<file path="config.mk">
export PLATFORM = sky130hd
export DESIGN_NAME = motor_contrl_flat
export DESIGN_NICKNAME = d
export VERILOG_FILES = /design/src/rtl/motor_contrl_if.sv /design/src/rtl/motor_contrl.sv /design/src/flat_wrapper.sv
export SDC_FILE = /design/constraint.sdc
export NUM_CORES = 1
export LEC_CHECK = 0
export ABC_AREA = 1
export BUFFER_PORTS_ARGS = -buffer_cell sky130_fd_sc_hd__buf_2
export CORE_MARGIN = 3
export CORE_UTILIZATION = 55
export CTS_CLUSTER_SIZE = 20
export DETAILED_ROUTE_END_ITERATION = 10
export MAX_ROUTING_LAYER = met4
export PLACE_DENSITY_LB_ADDON = 0.15
export SLEW_MARGIN = 30
export SYNTH_ARGS = -nofsm -noshare
export SYNTH_HDL_FRONTEND = slang
export SYNTH_SLANG_ARGS = --single-unit
</file>
<file path="constraint.sdc">
create_clock -name clk -period 2.04 [get_ports clk]
set_input_delay 0.102 -clock clk [delete_from_list [all_inputs] [get_ports clk]]
set_output_delay 0.102 -clock clk [all_outputs]
set_load 0.005 [all_outputs]
</file>
<file path="src/rtl/motor_contrl_if.sv">
// Command and status bundle between the sensor/decoder front-end, the motor
// controller and the motor driver stage.
interface motor_contrl_if;
    logic       PWM;
    logic       EN;
    logic       DIR;
    logic       QR_in;
    logic [7:0] geo_in;
    logic [7:0] gps_in;
    logic       ro_motor;
    logic [3:0] M_OUT;

    modport master (output PWM, EN, DIR, QR_in, geo_in, gps_in,
                    input  ro_motor, M_OUT);
    modport slave  (input  PWM, EN, DIR, QR_in, geo_in, gps_in,
                    output ro_motor, M_OUT);
endinterface

</file>
<file path="src/rtl/motor_contrl.sv">
// Stepper/rotation motor controller: turns heading/GPS step commands and a QR
// detect flag into a one-hot full-step coil pattern paced by the PWM strobe.
//
// state    | meaning
// ST_DIS   | EN low: coils off, phase and remaining count frozen
// ST_IDLE  | EN high, nothing to do: coils hold the current phase
// ST_COUNT | EN high, stepping down a captured step count
// ST_QR    | EN high, QR detected: free-running rotation, ro_motor on
module motor_contrl #(
    parameter int STEP_W = 7
) (
    input  logic          clk,
    input  logic          RST,
    motor_contrl_if.slave bus
);
    typedef enum logic [1:0] {
        ST_DIS   = 2'd0,
        ST_IDLE  = 2'd1,
        ST_COUNT = 2'd2,
        ST_QR    = 2'd3
    } mode_t;

    mode_t             state;
    mode_t             state_nxt;
    logic [2:0]        pwm_sync;
    logic              step_tick;
    logic [STEP_W:0]   geo_sh;
    logic [STEP_W:0]   gps_sh;
    logic              geo_chg;
    logic              gps_chg;
    logic [STEP_W-1:0] remaining;
    logic [STEP_W-1:0] remaining_nxt;
    logic              dir;
    logic              dir_nxt;
    logic [1:0]        phase;
    logic [1:0]        phase_nxt;
    logic [3:0]        m_out;
    logic [3:0]        m_out_nxt;
    logic              advance;
    logic              reverse;

    // pwm_sync[1] is the synchronised PWM, pwm_sync[2] its previous value
    assign step_tick = pwm_sync[1] & ~pwm_sync[2];
    assign geo_chg   = (bus.geo_in[STEP_W:0] != geo_sh);
    assign gps_chg   = (bus.gps_in[STEP_W:0] != gps_sh);

    always_ff @(posedge clk or posedge RST) begin
        if (RST) begin
            state     <= ST_DIS;
            pwm_sync  <= '0;
            geo_sh    <= '0;
            gps_sh    <= '0;
            remaining <= '0;
            dir       <= 1'b0;
            phase     <= 2'd0;
            m_out     <= 4'b0000;
        end else begin
            state     <= state_nxt;
            pwm_sync  <= {pwm_sync[1:0], bus.PWM};
            geo_sh    <= bus.geo_in[STEP_W:0];
            gps_sh    <= bus.gps_in[STEP_W:0];
            remaining <= remaining_nxt;
            dir       <= dir_nxt;
            phase     <= phase_nxt;
            m_out     <= m_out_nxt;
        end
    end

    always_comb begin
        state_nxt     = state;
        remaining_nxt = remaining;
        dir_nxt       = dir;
        phase_nxt     = phase;
        m_out_nxt     = 4'b0000;
        advance       = 1'b0;
        reverse       = 1'b0;

        if (bus.EN) begin
            if (bus.QR_in) begin
                advance = step_tick;
                reverse = bus.DIR;
            end else if (remaining != '0) begin
                advance = step_tick;
                reverse = dir;
                if (step_tick) begin
                    remaining_nxt = remaining - STEP_W'(1);
                end
            end
        end

        if (advance) begin
            phase_nxt = reverse ? (phase - 2'd1) : (phase + 2'd1);
        end

        // A fresh command replaces any count in flight; phase is left alone
        if (geo_chg) begin
            remaining_nxt = bus.geo_in[STEP_W-1:0];
            dir_nxt       = bus.geo_in[STEP_W] ^ bus.DIR;
        end else if (gps_chg) begin
            remaining_nxt = bus.gps_in[STEP_W-1:0];
            dir_nxt       = bus.DIR;
        end

        if (!bus.EN) begin
            state_nxt = ST_DIS;
        end else if (bus.QR_in) begin
            state_nxt = ST_QR;
        end else if (remaining_nxt != '0) begin
            state_nxt = ST_COUNT;
        end else begin
            state_nxt = ST_IDLE;
        end

        if (bus.EN) begin
            m_out_nxt = 4'b0001 << phase_nxt;
        end
    end

    assign bus.ro_motor = (state == ST_QR);
    assign bus.M_OUT    = m_out;
endmodule

</file>
<file path="src/flat_wrapper.sv">
// flat-port wrapper written by rule: the top's interface ports become plain ports
module motor_contrl_flat 
#(
    parameter int STEP_W = 7
)
  (clk, RST, bus_PWM, bus_EN, bus_DIR, bus_QR_in, bus_geo_in, bus_gps_in, bus_ro_motor, bus_M_OUT);
  motor_contrl_if bus_i ();
  input  logic clk;
  input  logic RST;
  input wire logic [$bits(bus_i.PWM)-1:0] bus_PWM;
  input wire logic [$bits(bus_i.EN)-1:0] bus_EN;
  input wire logic [$bits(bus_i.DIR)-1:0] bus_DIR;
  input wire logic [$bits(bus_i.QR_in)-1:0] bus_QR_in;
  input wire logic [$bits(bus_i.geo_in)-1:0] bus_geo_in;
  input wire logic [$bits(bus_i.gps_in)-1:0] bus_gps_in;
  output wire logic [$bits(bus_i.ro_motor)-1:0] bus_ro_motor;
  output wire logic [$bits(bus_i.M_OUT)-1:0] bus_M_OUT;
  assign bus_i.PWM = bus_PWM;
  assign bus_i.EN = bus_EN;
  assign bus_i.DIR = bus_DIR;
  assign bus_i.QR_in = bus_QR_in;
  assign bus_i.geo_in = bus_geo_in;
  assign bus_i.gps_in = bus_gps_in;
  assign bus_ro_motor = bus_i.ro_motor;
  assign bus_M_OUT = bus_i.M_OUT;
  motor_contrl #(.STEP_W(STEP_W)) u_core (.clk(clk), .RST(RST), .bus(bus_i));
endmodule
</file>
* Word-level counts from Yosys, hierarchy flattened *
Index checks and enable logic that the tools add are counted.

storage, ports and cells
  register bits = 35
  bits of input ports = 22
  output and inout port bits = 5

operators by class
  $add $sub $neg = 3
  eq/ne operators = 3
  shifts and indexed selects = 1
  muxes and demuxes = 20
  bitwise logic cells = 3
  reductions and logical operators = 3

operators with widths
  operator                                                             number
  7-bit 2-to-1 mux                                                     6
  8-bit != test                                                        2
  7-bit nonzero test                                                   2
  2-bit 2-to-1 mux                                                     5
  1-bit 2-to-1 mux                                                     8
  7-bit by 1-bit subtractor with 7-bit output (second input constant)  1
  4-bit 2-to-1 mux                                                     1
  1-bit by 2-bit << shifter with 4-bit output (first input constant)   1
  2-bit by 1-bit adder with 2-bit output (second input constant)       1
  2-bit == test (second input constant)                                1
  2-bit nonzero test                                                   1
  2-bit by 1-bit subtractor with 2-bit output (second input constant)  1
  1-bit AND                                                            1
  1-bit NOT                                                            1
  1-bit bitwise XOR                                                    1

* Depth between registers and ports, before layout *
  depth after elaboration = 12
  gate-level depth with buffers = 17

* Least setup slack after synthesis *
Ideal clock, no wire load.

  path type = reg2reg
  from = reg u_core.remaining[0]
  to = reg u_core.state[1]
  library setup time = 0.113 ns
  arrival time = 1.541 ns
  required time = 1.927 ns
  setup slack = 0.386 ns
  cell stages (with the launch flop) = 16
  cell sequence = dfrtp_1 > inv_1 > ha_1 > inv_1 > nor2_1 > nand3_2 > nor2_1 > inv_1 > nand3_1 > nand2_1 > nand2_2 > nand2_2 > nor2_4 > nand3_1 > nand2_1 > inv_1

between the ends
  word-level cells in the longest chain between the ends = 11
  elaborated cells between the ends (all ways) = 12
  classes of those cells = 1 x add/sub; 9 x mux; 2 x reduce/logical

RTL lines
  what                                         line                 source
  start, declared                              motor_contrl.sv:31   logic [STEP_W-1:0] remaining;
  start signal, assigned                       motor_contrl.sv:62   remaining <= remaining_nxt;
  7-bit by 1-bit subtractor with 7-bit output  motor_contrl.sv:86   remaining_nxt = remaining - STEP_W'(1);
  7-bit 2-to-1 mux                             motor_contrl.sv:85   if (step_tick) begin
  7-bit 2-to-1 mux                             motor_contrl.sv:82   end else if (remaining != '0) begin
  7-bit 2-to-1 mux                             motor_contrl.sv:79   if (bus.QR_in) begin
  7-bit 2-to-1 mux (*)                         motor_contrl.sv:78   if (bus.EN) begin
  7-bit 2-to-1 mux (*)                         motor_contrl.sv:99   end else if (gps_chg) begin
  7-bit 2-to-1 mux (*)                         motor_contrl.sv:96   if (geo_chg) begin
  7-bit nonzero test (*)                       motor_contrl.sv:108  end else if (remaining_nxt != '0) begin
  2-bit 2-to-1 mux (*)                         motor_contrl.sv:108
  2-bit 2-to-1 mux (*)                         motor_contrl.sv:106  end else if (bus.QR_in) begin
  2-bit 2-to-1 mux (*)                         motor_contrl.sv:104  if (!bus.EN) begin
  net u_core.state_nxt[1]                      motor_contrl.sv:24   mode_t state_nxt;
  end signal, assigned                         motor_contrl.sv:58   state <= state_nxt;
  end, declared                                motor_contrl.sv:23   mode_t state;

Mark *: on every way through the listed nets, which the timed path passes. The rest lies on a longest branch.
A chain may end at the register's enable or synchronous reset.

* Worst setup path in the final report *
Same ends and word-level chain as after synthesis.

==> results.py <==
metrics = {
    "logic_synthesis": {
        "syn_area_sq_mm": 0.00206,
        "async_reset_ff_share_pct": 100,
        "dominantRegCellSynth": "dfrtp_1",
        "synth.net_count": 313,
        "synthDistinctLibCells": 24,
        "ys_ff_latch": 35,
        "synth_largest_area_cell": "dfrtp_1",
        "avgSynthCellArea_sq_um": 7.13,
        "synth_top_area_share_pct": 42.5,
        "ys_warn_count": 0,
        "synth-edff-count": 0,
        "ys_seq_area_share_pct": 42.5,
        "yosys-top-cells-area": "dfrtp_1, nand2_1, inv_1",
        "synth_cells": 289,
    },
    "layout": {
        "diodes": 0,
        "multi_input_area_sq_um": 950,
        "regArea_sq_um": 876,
        "drive_gt1_share_pct": 24.0,
        "final_cells": 388,
        "fin_nets": 365,
        "area_growth_pct": 25.0,
        "fillers": 278,
        "final_common_cell": "nand2_1",
        "final_cell_mix": "nand2_1, inv_1, dfrtp_1, buf_2, dlygate4sd3_1",
    },
    "placement": {
        "place_inst": 362,
        "port_buffers": 26,
        "place_ws_ps": 220,
        "place_congestion": 0.931,
        "dpl.hpwl_um": 3010,
    },
    "die": {
        "die_area_sq_mm": 0.00451,
        "core_area_sq_mm": 0.00347,
        "io_pins": 27,
        "start_util_pct": 59.4,
        "rows": 21,
        "die_width_um": 67.2,
        "fp.dieH_um": 67.2,
    },
    "cts": {
        "clkSinkCount": 35,
        "clock_path_buffers": 2,
        "clk_latency_ps": 290,
        "cts_tree": "done",
        "htree_levels": 2,
        "numCtsBuffers": 5,
        "cts-root-buf": "clkbuf_8",
        "clk_pin_slew_worst_paths_ps": 70,
    },
    "power": {
        "combPwrFrac_pct": 18.5,
        "p_int_uw": 1400,
        "peakVddDrop_mv": 0.435,
        "power_density_mw_per_mm2": 743,
        "clockPowerShare_pct": 39.5,
        "p_leak_uw": 0.00147,
        "switching_power_uw": 509,
        "p_seq_share_pct": 42.0,
        "p_sw_share_pct": 26.6,
    },
    "critical_path": {
        "r2r_cells": 15,
        "critPathMaxFanout": 5,
        "end_kind": "flip-flop",
        "required_ps": 2230,
        "r2r_end": "u_core.state[1]",
        "start_kind": "flip-flop",
        "rrSetupSlack_ps": 240,
        "worstPathCellList": "inv_1 -> ha_1 -> inv_1 -> nor2_1 -> nand3_2 -> nand2_1 -> nand2_1 -> nand3_1 -> nand3_1 -> nand2_1 -> nand2_2 -> nor2_4 -> nand3_1 -> nand2_1 -> inv_1",
        "crit_slowest_cell": "dfrtp_1",
        "r2r_start": "u_core.remaining[0]",
        "critPathMaxStageDelay_ps": 380,
        "crit_top_cell": "nand2_1",
        "path_class": "reg -> reg",
        "arrival_ps": 1980,
    },
    "timing": {
        "rsz0062_at_grt": "no",
        "finalSetupViolations": 0,
        "finalMaxSlewViolations": 0,
        "fmax_ghz": 0.556,
        "relSlewSlack_pct": 70.2,
        "finClkSkew_ps": 7.30,
        "finalSetupTns_ps": 0,
        "hold_violations": 0,
        "post-route-min-period_ps": 1800,
        "fin_ws_ps": 242,
        "tightest_slew_ps": 446,
        "min_period_over_period_pct": 88.1,
    },
    "detailed_routing": {
        "routed_wl_um": 4220,
        "drc_errors": 0,
        "drt_first_iter_violations": 106,
        "vias": 1801,
        "drtPass1Iterations": 4,
        "wire_per_inst_um": 10.9,
        "antenna_left": 0,
        "viasPerCell": 4.64,
    },
    "hold_path": {
        "worstHoldEndpoint": "u_core.state[1]",
        "min_path_cells": 3,
        "hp-start": "bus_EN",
        "min-delay-path-class": "in -> reg",
    },
    "outcome": {
        "outcome": "finished clean",
    },
    "global_routing": {
        "track_usage_pct": 22.9,
        "grt_pass1_wl_um": 7510,
        "overflow": 0,
        "grt_pass1_vias": 1733,
        "antenna_found_initial": 0,
        "grt_max_degree": 36,
    },
    "run": {
        "drv_cap": 0,
    },
}
sequential cells by signal, summed over array words and instances, names as in the netlist:
register and cells:
u_core.bus.M_OUT 4, u_core.dir 1, u_core.geo_sh 8, u_core.gps_sh 8
u_core.phase 2, u_core.pwm_sync 3, u_core.remaining 7, u_core.state 2
logic make-up after synthesis:
family	share of synthesized area, %
AOI/OAI and AO/OA	2.31
xor gates and xnor gates	3.34
adders and majority gates	1.21
buffers and inverters	11.5
DFF	42.5
muxes	0.547
and+or+nand+nor	38.6
metrics by stage:
step | hold slack [ps] | power, uW | utilization (%) | area [sq um]
CTS | 75.6 | 1920 | 74.1 | 2570
finish | 80.8 | 1910 | 74.2 | 2570
detailed placement | 212 | 1140 | 65.0 | 2250
global placement | 210 | 1130 | 65.0 | 2250
floorplan | 133 | 1040 | - | 2060
global route | 95.5 | 2010 | 74.2 | 2570
worst max-delay path by stage:
stage                        start         endpoint  slack (ps)  cells past startpoint
2_1_floorplan  u_core.remaining[0]  u_core.state[1]         390                     15
5_1_grt        u_core.remaining[0]  u_core.state[1]          20                     15
6_report       u_core.remaining[0]  u_core.state[1]         240                     15
3_5_place_dp   u_core.remaining[0]  u_core.state[1]         220                     15
3_3_place_gp   u_core.remaining[0]  u_core.state[1]         270                     15
4_1_cts        u_core.remaining[0]  u_core.state[1]         210                     15
layer usage:
layer,GRT usage (%),wire (um)
met2,37.5,2090
met1,28.1,1920
met3,4.33,144
met4,8.61,63
met5,-,0
worst max-delay path, delay by kind of cell (launching register included):
family	cells	cell delay [ps]
flip-flops	1	380
AND/OR/NAND/NOR	11	990
buffers and inverters	3	180
adder cells (fa/ha/maj)	1	160
cell type report:
class,count,share of cell area [%]
Multi-Input combinational cell,191,36.9
Sequential cell,35,34.0
Timing Repair Buffer,45,12.3
Inverter,63,9.19
Clock buffer,5,2.67
Clock inverter,3,2.63
Tap cell,46,2.24
synth_stat cells, types with 2 or more instances:
cell	number
nor2_2	9
a21oi_2	2
inv_2	10
inv_1	53
nand2_1	108
ha_1	2
dfrtp_1	35
nand2_2	13
xor2_1	3
nor2_4	6
xnor2_1	3
nor2_1	18
a21oi_1	4
nand3_1	12
o21ai_0	2
power by group through the flow:
stage / Combinational [uW] / Sequential (uW) / Clock [uW]
6_report: 353 / 804 / 755
5_1_grt: 400 / 813 / 796
4_1_cts: 353 / 804 / 761
3_5_place_dp: 324 / 817 / 0
3_3_place_gp: 316 / 814 / 0
2_1_floorplan: 220 / 816 / 0
timing repair:
| item | in CTS | in global routing |
|---|---|---|
| setup endpoints to repair | 0 | 2 |
| gates resized for setup | 0 | 1 |
| endpoints found under the hold margin | 52 | 0 |
| hold buffers | 18 | 0 |
| setup buffers | 0 | 0 |
No activity file was read; power rests on OpenSTA's default activity.
